[src/rtl/fetch_stage.sv]
// MIPS instruction fetch: owns the PC, requests the icache, and holds fetched words in a 2-entry skid buffer whose head is the IF/ID latch.
// One cycle from ihit to ifid_valid; fetch pauses while the buffer is full, and stall holds the head.
module fetch_stage #(
  parameter logic [31:0] PC_INIT   = 32'h00000000,
  parameter int          BUF_DEPTH = 2
) (
  input  logic        CLK,
  input  logic        RST,
  output logic        iren,
  output logic [31:0] iaddr,
  input  logic        ihit,
  input  logic [31:0] iload,
  input  logic        stall,
  input  logic        redirect_valid,
  input  logic [31:0] redirect_pc,
  input  logic        halt,
  output logic        ifid_valid,
  output logic [31:0] ifid_instr,
  output logic [31:0] ifid_pc,
  output logic [31:0] ifid_npc,
  output logic [5:0]  opcode,
  output logic [5:0]  funct,
  output logic        halted
);

  typedef struct packed {
    logic [31:0] pc;
    logic [31:0] npc;
    logic [31:0] instr;
  } entry_t;

  typedef enum logic {RUN, HALTED} state_t;

  state_t      state_q, state_d;
  logic [31:0] pc_q;
  logic [1:0]  count_q;
  entry_t      head_q, tail_q, incoming;
  logic        accept, pop, halt_go, redir;

  assign iaddr      = pc_q;
  assign ifid_valid = (count_q != 2'd0);
  assign ifid_instr = head_q.instr;
  assign ifid_pc    = head_q.pc;
  assign ifid_npc   = head_q.npc;
  assign opcode     = ifid_valid ? head_q.instr[31:26] : 6'd0;
  assign funct      = ifid_valid ? head_q.instr[5:0]   : 6'd0;

  assign halt_go  = (state_q == RUN) && halt && ifid_valid && !stall;
  assign redir    = (state_q == RUN) && redirect_valid;
  assign accept   = iren && ihit;
  assign pop      = ifid_valid && !stall;
  assign incoming = '{pc: pc_q, npc: pc_q + 32'd4, instr: iload};

  always_ff @(posedge CLK) begin
    if (RST) state_q <= RUN;
    else     state_q <= state_d;
  end

  always_comb begin
    state_d = state_q;
    if (halt_go) state_d = HALTED;
  end

  always_comb begin
    iren   = (state_q == RUN) && (count_q < 2'(BUF_DEPTH)) && !RST;
    halted = (state_q == HALTED);
  end

  // Halt beats redirect beats normal push/pop; emptying the buffer leaves head data in place.
  always_ff @(posedge CLK) begin
    if (RST) begin
      pc_q    <= PC_INIT;
      count_q <= 2'd0;
      head_q  <= '0;
      tail_q  <= '0;
    end else if (halt_go) begin
      count_q <= 2'd0;
    end else if (redir) begin
      pc_q    <= redirect_pc;
      count_q <= 2'd0;
    end else begin
      if (accept) pc_q <= pc_q + 32'd4;
      if (pop) begin
        if (count_q == 2'd2) head_q <= tail_q;
        else if (accept)     head_q <= incoming;
      end else if (accept) begin
        if (count_q == 2'd0) head_q <= incoming;
        else                 tail_q <= incoming;
      end
      count_q <= count_q + {1'b0, accept} - {1'b0, pop};
    end
  end

endmodule

[config.mk]
export PLATFORM = sky130hd
export DESIGN_NAME = fetch_stage
export DESIGN_NICKNAME = d
export VERILOG_FILES = /design/src/rtl/fetch_stage.sv
export SDC_FILE = /design/constraint.sdc
export NUM_CORES = 1
export LEC_CHECK = 0
export ABC_AREA = 1
export ABC_CLOCK_PERIOD_IN_PS = 3500
export CAP_MARGIN = 20
export CORE_UTILIZATION = 45
export DETAILED_ROUTE_END_ITERATION = 10
export GPL_ROUTABILITY_DRIVEN = 0
export PLACE_DENSITY = 0.72
export SYNTH_ARGS = -nofsm -noshare
export SYNTH_HDL_FRONTEND = slang
export SYNTH_SLANG_ARGS = --single-unit
[constraint.sdc]
create_clock -name CLK -period 3.5 [get_ports CLK]
set_clock_uncertainty 0.2 [all_clocks]
set_input_delay 0.7 -clock CLK [delete_from_list [all_inputs] [get_ports CLK]]
set_output_delay 0.7 -clock CLK [all_outputs]
set_load 0.005 [all_outputs]
== Yosys cells after proc, flatten, opt, wreduce, memory -nomap -nowiden ==
Index checks and enable logic that the tools add are counted.
Word-level totals
  flip-flop bits (word level): 227
  bits of input ports: 70
  output and inout bits: 143
  logic and storage cells: 48
Operators by class
  add/subtract/negate cells: 3
  magnitude comparators: 1
  equality and inequality tests: 1
  mux-type cells: 9
  bitwise logic cells: 5
  reduce and logical (&&, ||, !) cells: 20
Operators with widths (number)
  96-bit two-way mux: 5
  32-bit two-way mux: 2
  32-bit by 3-bit adder with 32-bit output (second input constant): 1
  6-bit two-way mux: 2
  5-bit AND reduction: 2
  2-bit nonzero test: 5
  1-bit logical AND: 8
  1-bit inverter: 5
  3-bit OR reduction: 1
  2-bit by 1-bit adder with 2-bit output: 1
  2-bit == test (second input constant): 1
  1-bit zero test: 2
  2-bit zero test: 1
  2-bit < comparator (second input constant): 1
  2-bit AND reduction: 1
  2-bit by 1-bit subtractor with 2-bit output: 1

== Longest topological paths before layout ==
Gate-level depths: netlist (run 1).
  depth after elaboration: 7
  mapped depth: 11
  gate-level depth less buffers: 11

== Worst setup path before layout (run 1) ==
OpenSTA, ideal clock, no wires.
  kind: input to register
  start: input port RST
  end: register head_q (netlist bit ifid_npc[8])
  setup time: 0.067 ns
  arrival: 2.037 ns
  data required time: 3.233 ns
  setup slack: 1.196 ns
  cell stages on the path: 11
  path buffers: 3
  cell sequence: buf_6 > inv_4 > nand4_4 > ha_1 > nor2_1 > nand2_1 > nor2_2 > buf_4 > buf_6 > nand3_2 > a21oi_2
On the way
  longest elaborated chain between the ends: 5
  elaborated cells between the ends (all ways): 6
  classes of those cells: reduce/logical: 6
Ends and longest elaborated chain
  from (decl): line 8  | input logic RST,
  1-bit zero test: line 65  | iren = (state_q == RUN) && (count_q < 2'(BUF_DEPTH)) && !RST;
  1-bit logical AND: line 65
  1-bit logical AND: line 50  | assign accept = iren && ihit;
  2-bit nonzero test (no source line)
  5-bit AND reduction (no source line)
  to (signal assigned): line 84  | if (count_q == 2'd2) head_q <= tail_q;
  to (signal assigned): line 85  | else if (accept) head_q <= incoming;
  to (signal assigned): line 87  | if (count_q == 2'd0) head_q <= incoming;
  to (decl): line 37  | entry_t head_q, tail_q, incoming;
Several ways; a longest one is shown, not always the timed one.
A chain may end at the register's enable or synchronous reset.

== Worst setup path in the final report (run 1) ==
  start: input port RST
  end: output port iren
On the way
  longest elaborated chain between the ends: 2
Ends and longest elaborated chain
  1-bit zero test: line 65
  1-bit logical AND: line 65
  to (decl): line 9  | output logic iren,
No other way between the ends.

==> results of run 1 <==
[stage by stage]
step                       util  cells  worst slack (ns)  cell area, sq um
after floorplan               -   1524              1.20             10300
after global placement    0.547   1912             0.319             12300
after detailed placement  0.548   1913             0.263             12400
after CTS                 0.585   1958             0.498             13200
after global routing      0.585   1958             0.474             13200
final                     0.585   1958             0.514             13200
[worst min-delay path by stage]
stage	slack (ns)	to	cells after the start
finish	0.25	tail_q[66]$_SDFFE_PP0P_	2
floorplan	0.22	tail_q[66]$_SDFFE_PP0P_	2
global route	0.28	ifid_npc[2]$_SDFFE_PP0P_	2
detailed placement	0.25	tail_q[66]$_SDFFE_PP0P_	2
CTS	0.26	tail_q[66]$_SDFFE_PP0P_	2
global placement	0.23	tail_q[66]$_SDFFE_PP0P_	2
[cell usage after synthesis (3+ instances only)]
library cell / n
dfxtp_1: 223
xnor2_1: 3
nand2_2: 3
inv_1: 89
a21oi_1: 129
nor2_4: 3
nand3_2: 6
ha_1: 4
inv_2: 4
nor2_2: 3
nor2_1: 316
buf_4: 48
or2_2: 7
o21ai_1: 17
nand3_1: 37
xor2_1: 10
clkbuf_1: 49
o21ai_0: 218
buf_6: 3
buf_2: 25
nand2_1: 309
[sequential cells by signal (all words and copies together) (netlist names)]
register,flops
halted,1
tail_q,94
ifid_pc,32
count_q,2
iaddr,32
ifid_npc,30
ifid_instr,32
[per-layer routing]
metal  vias up  part of all wire  wire (um)  global-route usage
met1      4610              0.44      13000               0.327
met4         0             0.029        847              0.0800
met5         -                 0          0                   0
met2       371              0.47      13800               0.406
met3        52             0.067       1970              0.0358
li1       5083                 -          -                   -
[cell families after synthesis]
logic type	Yosys count
and+or+nand+nor	691
AOI/OAI and AO/OA	370
buffers and inverters	223
DFF	223
xor gates and xnor gates	13
adders and majority gates	4
[worst min-delay path, delay by kind of cell (launching register included)]
kind                   cells  cell delay, ns
flip-flops                 1            0.30
buffers and inverters      1            0.06
AO/OA/AOI/OAI              1            0.06
[layout make-up]
type / instances / area [sq um]
Fill cell: 2080 / 9370
Clock buffer: 37 / 721
Multi-Input combinational cell: 1078 / 4820
Timing Repair Buffer: 232 / 2360
Sequential cell: 223 / 4460
Tap cell: 285 / 357
Inverter: 95 / 359
Clock inverter: 8 / 119
[power groups by stage]
stage / sequential [mW] / clock [mW] / combinational (mW)
after floorplan: 2.75 / 0 / 0.429
after global placement: 2.77 / 0 / 0.739
after detailed placement: 2.78 / 0 / 0.747
after CTS: 2.72 / 2.73 / 0.751
after global routing: 2.74 / 2.84 / 0.825
final: 2.72 / 2.68 / 0.750
[placed cells by master, fill, tap and decap left out, drive strengths merged]
| master | Yosys | layout |
|---|---|---|
| nand3 | 43 | 43 |
| nor3 | 2 | 2 |
| o211ai | 2 | 2 |
| nand4 | 1 | 1 |
| o211a | 1 | 1 |
| o21a | 2 | 2 |
| nand2 | 312 | 312 |
| bufinv | 0 | 3 |
| clkbuf | 50 | 37 |
| clkinv | 1 | 5 |
| a21oi | 130 | 130 |
| ha | 4 | 4 |
| inv | 94 | 95 |
| or2 | 7 | 7 |
| and2 | 2 | 2 |
| buf | 78 | 20 |
| dfxtp | 223 | 223 |
| clkdlybuf4s50 | 0 | 212 |
| nor2 | 322 | 322 |
| and3 | 1 | 1 |
| nor3b | 1 | 1 |
| xnor2 | 3 | 3 |
| xor2 | 10 | 10 |
| o21ai | 235 | 235 |
==> results.md, run 1 <==
* Crit path to: iren
* Initial drt markers at 758
* Share of the synthesized area in the top cell type at 0.432
* Hold WC Path Type: reg2reg
* Max_cap viols at 0
* Rows at 55
* R2R setup slack at 0.88 ns
* Seq cells post-synth at 223
* Status: completed
* CTS HTree Levels at 1
* Crit Reg-Reg Endpoint: ifid_npc[19]$_SDFFE_PP0P_
* Max Freq at 0.335 GHz
* Hold slack at 0.254 ns
* Synthesized area per cell at 6.78 sq um
* Final period util at 0.853
* Detailed Route WL at 29600 um
* Antenna diodes at 0
* Rel. slew slack at 0.492
* Async SR Flop Fraction at 0
* Sequential Power Share at 0.442
* Io pins at 213
* WS Path Type: in2out
* Synth Instances at 1524
* Power share of the combinational group at 0.122
* Total congestion overflow at 0
* Post-synth EDFFs at 0
* DP HPWL at 19400 um
* Arr. time, crit path at 2.09 ns
* GRT Util Overall at 0.245
* Fin crit period at 2.99 ns
* Post-Synth Simple-Gate Area at 0.267
* Hold_buf cts at 0
* PwrDens at 466 mW/mm^2
* Clk pwr share at 0.436
* CP startpoint: RST
* First-pass iteration count of the detailed router at 7
* RSZ-0062 raised after global routing: false
* Clock sinks at 223
* Synth area leader: dfxtp_1
* Syn_nets at 1598
* Slew Limit Fails at 0
* Switch share at 0.250
* Post-CTS setup buffers at 0
* Worst Max-Slew Pin Slew at 0.762 ns
* TritonCTS Buffers at 25
* Number of gates resized after CTS at 0
* Synth Area in Compound Gates at 0.181
* RR Startpoint: count_q[1]$_SDFF_PP0_
* First-pass GRT wire length at 47100 um
* Die footprint at 0.0236 sq mm
* Via count of the first global-routing pass at 9018
* Final Hold Viols at 0
* WL/cell at 15.1 um
* Fraction of layout cells with a size suffix above 1 at 0.0526
* Sw Pwr at 1.54 mW
* Chip height at 154 um
* Clock buffer depth at 3
* Distinct cells, synth at 34
* Post-synthesis mux area share at 0
* Worst path depth at 4
* Port buffer count at 212
* VDD IR max at 0.246 mV
* Nets at 1729
* CP cell instances: clkdlybuf4s50_1 -> buf_4 -> nor3_1 -> clkdlybuf4s50_1
* Leak at 5.31 nW
* Vias/cell at 5.17
* CORE AREA at 0.0226 sq mm
* Crit end category: output port
* DRT antenna net count at 0
* Largest family of logic cells by synthesized area: simple AND/OR/NAND/NOR gates
* Pwr Total at 6.16 mW
* Post-synthesis xor/xnor area fraction at 0.0110
* Seq/Total Area, Yosys at 0.432
* CTS tree: yes
* Crit start category: input port
* Finish-stage setup viols at 0
* Adder-cell share of the synthesized area at 0.00484
* Vias at 10.1k
* Worst EP required at 2.60 ns
* Hold_sp: tail_q[66]$_SDFFE_PP0P_
* Clock Pin Slew Worst Setup and Hold Paths at 0.06 ns
* Root buf cell: clkbuf_16
* FF-to-FF path depth at 10
* Top Family by Delay on Critical Path: buffers and inverters
* Main synth FF type: dfxtp_1
* Mapped cell area at 0.0103 sq mm
* Largest net degree at the start of global routing at 199
* Initial antenna violation count at 0
* Buf/Inv on CP at 3
* Yosys warns at 0
* Post-route setup TNS at 0 ns
* Crit-path most repeated cell: clkdlybuf4s50_1
* Initial Utilization at 0.458
* Layout area overhead at 27.7%
* Drt drc at 0
* Synth area leaders: dfxtp_1 (43%), nor2_1 (11%), nand2_1 (11%)
* Worst path slowest cell: clkdlybuf4s50_1
* Crit path max fanout at 2
* CP peak stage delay at 0.52 ns
* Die width at 154 um
* Internal power at 4.62 mW
* Worst-skew pair later-pin latency at 0.52 ns
Note: power is estimated with default switching activity, not from simulation.
==> run 2, diff against run 1 <==
--- a/config.mk
+++ b/config.mk
@@ -8,10 +8,9 @@
 export ABC_AREA = 1
 export ABC_CLOCK_PERIOD_IN_PS = 3500
 export CAP_MARGIN = 20
-export CORE_UTILIZATION = 45
+export CORE_UTILIZATION = 38
 export DETAILED_ROUTE_END_ITERATION = 10
 export GPL_ROUTABILITY_DRIVEN = 0
-export PLACE_DENSITY = 0.72
 export SYNTH_ARGS = -nofsm -noshare
 export SYNTH_HDL_FRONTEND = slang
 export SYNTH_SLANG_ARGS = --single-unit
==> run 2 against run 1 <==
Effect of this change:
- flip-flop and latch count is the same
- global-route usage shrank 2.3 points
- clock power is essentially flat
- critical path depth shrank 1
- sequential share of layout area is essentially flat
- first-iteration DRC count shrank 1.3%
- cell area is essentially flat
- via count shrank 1.9%
- maximum frequency grew 2.7%
- final cell count grew 2.7%
- non-clock buffer count shrank 4
- critical endpoint unchanged
- largest cell class unchanged
==> results.md, run 2 (synthesis gave the netlist of run 1 again) <==
* Status: completed (unchanged)
* CTS tree: yes (unchanged)
* First-pass iteration count of the detailed router at 6 (was 7)
* Layout area overhead at 27.8% (was 27.7%)
* Post-route cell area at 0.0132 sq mm (about the same)
* Clock Pin Slew Worst Setup and Hold Paths at 0.06 ns (about the same)
* RSZ-0062 raised after global routing: false (unchanged)
* Vias at 9926 (was 10.1k)
* Die width at 167 um (was 154 um)
* Arr. time, crit path at 2.01 ns (was 2.09 ns)
* Top Family by Delay on Critical Path: buffers and inverters (unchanged)
* Drt drc at 0 (unchanged)
* RR Startpoint: count_q[1]$_SDFF_PP0_ (unchanged)
* Max_cap viols at 0 (unchanged)
* FF-to-FF path depth at 9 (was 10)
* Power share of the combinational group at 0.122 (about the same)
* Buf/Inv on CP at 2 (was 3)
* TritonCTS Buffers at 26 (was 25)
* Via count of the first global-routing pass at 9102 (was 9018)
* Detailed Route WL at 31500 um (was 29600 um)
* Crit end category: output port (unchanged)
* Number of gates resized after CTS at 0 (unchanged)
* Worst path slowest cell: clkdlybuf4s50_1 (unchanged)
* Root buf cell: clkbuf_16 (unchanged)
* WS Path Type: in2out (unchanged)
* Worst-skew pair later-pin latency at 0.52 ns (about the same)
* DP HPWL at 20000 um (was 19400 um)
* Total congestion overflow at 0 (unchanged)
* Sw Pwr at 1.55 mW (was 1.54 mW)
* Leak at 5.27 nW (was 5.31 nW)
* Finish-stage setup viols at 0 (unchanged)
* Final Util at 0.493 (was 0.585)
* Max FFs per register at 94 (unchanged)
* VDD IR max at 0.328 mV (was 0.246 mV)
* Rel. slew slack at 0.400 (was 0.492)
* Die footprint at 0.0279 sq mm (was 0.0236 sq mm)
* Clk pwr share at 0.433 (was 0.436)
* Internal power at 4.59 mW (was 4.62 mW)
* Most frequent cells in the layout: nor2_1 (316), nand2_1 (309), dfxtp_1 (223) (unchanged)
* Crit-path most repeated cell: clkdlybuf4s50_1 (unchanged)
* CP startpoint: RST (unchanged)
* Hold WC Path Type: reg2reg (unchanged)
* Fin crit period at 2.91 ns (was 2.99 ns)
* CP peak stage delay at 0.55 ns (was 0.52 ns)
* Vias/cell at 4.94 (was 5.17)
* CORE AREA at 0.0268 sq mm (was 0.0226 sq mm)
* Commonest non-fill, non-tap cell in the layout: nor2_1 (unchanged)
* Chip height at 167 um (was 154 um)
* Worst EP required at 2.60 ns (about the same)
* Hold_buf cts at 0 (unchanged)
* Max Freq at 0.344 GHz (was 0.335 GHz)
* Top reg by flops: tail_q (unchanged)
* Nets at 1726 (was 1729)
* Crit start category: input port (unchanged)
* Clock buffer depth at 3 (unchanged)
* PwrDens at 464 mW/mm^2 (was 466 mW/mm^2)
* Final period util at 0.831 (was 0.853)
* Antenna diodes at 0 (unchanged)
* Clock sinks at 223 (unchanged)
* Initial drt markers at 748 (was 758)
* Switch share at 0.252 (was 0.250)
* CTS HTree Levels at 1 (unchanged)
* Crit path max fanout at 5 (was 2)
* Initial antenna violation count at 1 (was 0)
* Worst Max-Slew Pin Slew at 0.900 ns (was 0.762 ns)
* Post-route setup TNS at 0 ns (unchanged)
* Crit Reg-Reg Endpoint: ifid_pc[25]$_SDFFE_PP0P_ (was ifid_npc[19]$_SDFFE_PP0P_)
* Port buffer count at 212 (unchanged)
* R2R setup slack at 0.80 ns (was 0.88 ns)
* Worst path depth at 3 (was 4)
* WL/cell at 15.6 um (was 15.1 um)
* Rows at 60 (was 55)
* GRT Util Overall at 0.222 (was 0.245)
* Crit path to: iren (unchanged)
* Io pins at 213 (unchanged)
* Initial Utilization at 0.386 (was 0.458)
* Fraction of layout cells with a size suffix above 1 at 0.0485 (was 0.0526)
* First-pass GRT wire length at 50000 um (was 47100 um)
* Post-CTS setup buffers at 0 (unchanged)
* CP cell instances: clkdlybuf4s50_1 -> nor3_1 -> clkdlybuf4s50_1 (was clkdlybuf4s50_1 -> buf_4 -> nor3_1 -> clkdlybuf4s50_1)
* DRT antenna net count at 0 (unchanged)
* Slew Limit Fails at 0 (unchanged)
* DP Area at 0.0124 sq mm (about the same)
* Final Hold Viols at 0 (unchanged)
* Largest net degree at the start of global routing at 199 (unchanged)
* Sequential Power Share at 0.444 (was 0.442)
[run 2: worst register-to-register path: cells and delay by family, from the launching register on]
kind / cells / cell delay, ns
fa+ha+maj: 1 / 0.14
buf+inv: 2 / 0.70
simple gates: 5 / 0.99
flops: 1 / 0.38
compound gates: 1 / 0.23
[run 2: cell type report]
cell class | count | area, sq um
inverter | 95 | 360
clock inverter | 2 | 35.0
timing repair buffer | 228 | 2300
sequential | 223 | 4460
multi-input combinational | 1078 | 4820
clock buffer | 44 | 800
tap | 341 | 427
fill | 2666 | 13600
[run 2: worst min path at each step]
stage / start / endpoint / slack [ns] / depth (start not counted)
after floorplan: tail_q[66]$_SDFFE_PP0P_ / tail_q[66]$_SDFFE_PP0P_ / 0.22 / 2
after global placement: tail_q[66]$_SDFFE_PP0P_ / tail_q[66]$_SDFFE_PP0P_ / 0.23 / 2
after detailed placement: tail_q[66]$_SDFFE_PP0P_ / tail_q[66]$_SDFFE_PP0P_ / 0.24 / 2
after CTS: tail_q[66]$_SDFFE_PP0P_ / tail_q[66]$_SDFFE_PP0P_ / 0.25 / 2
after global routing: ifid_npc[6]$_SDFFE_PP0P_ / ifid_npc[6]$_SDFFE_PP0P_ / 0.28 / 2
final: tail_q[66]$_SDFFE_PP0P_ / tail_q[66]$_SDFFE_PP0P_ / 0.25 / 2
[run 2: metal layers]
layer,global-route usage,part of all wire,vias to the layer above
li1,-,-,5091
met1,0.304,0.47,4508
met2,0.368,0.46,291
met3,0.0295,0.053,34
met4,0.0503,0.016,2
met5,0,0.00054,-
[run 2: power groups by stage]
stage          sequential (mW)  clock (mW)  combinational (mW)
2_1_floorplan             2.75           0               0.429
3_3_place_gp              2.78           0               0.747
3_5_place_dp              2.78           0               0.752
4_1_cts                   2.73        2.71               0.756
5_1_grt                   2.74        2.84               0.826
6_report                  2.73        2.66               0.749
[run 2: through the flow]
| stage | worst slack (ns) | power, mW | hold WS, ns | cells |
|---|---|---|---|---|
| after global placement | 0.407 | 3.53 | 0.232 | 1965 |
| after detailed placement | 0.392 | 3.53 | 0.244 | 1965 |
| after CTS | 0.552 | 6.19 | 0.252 | 2011 |
| after floorplan | 1.20 | 3.18 | 0.222 | 1524 |
| final | 0.593 | 6.13 | 0.251 | 2011 |
| after global routing | 0.455 | 6.40 | 0.281 | 2011 |
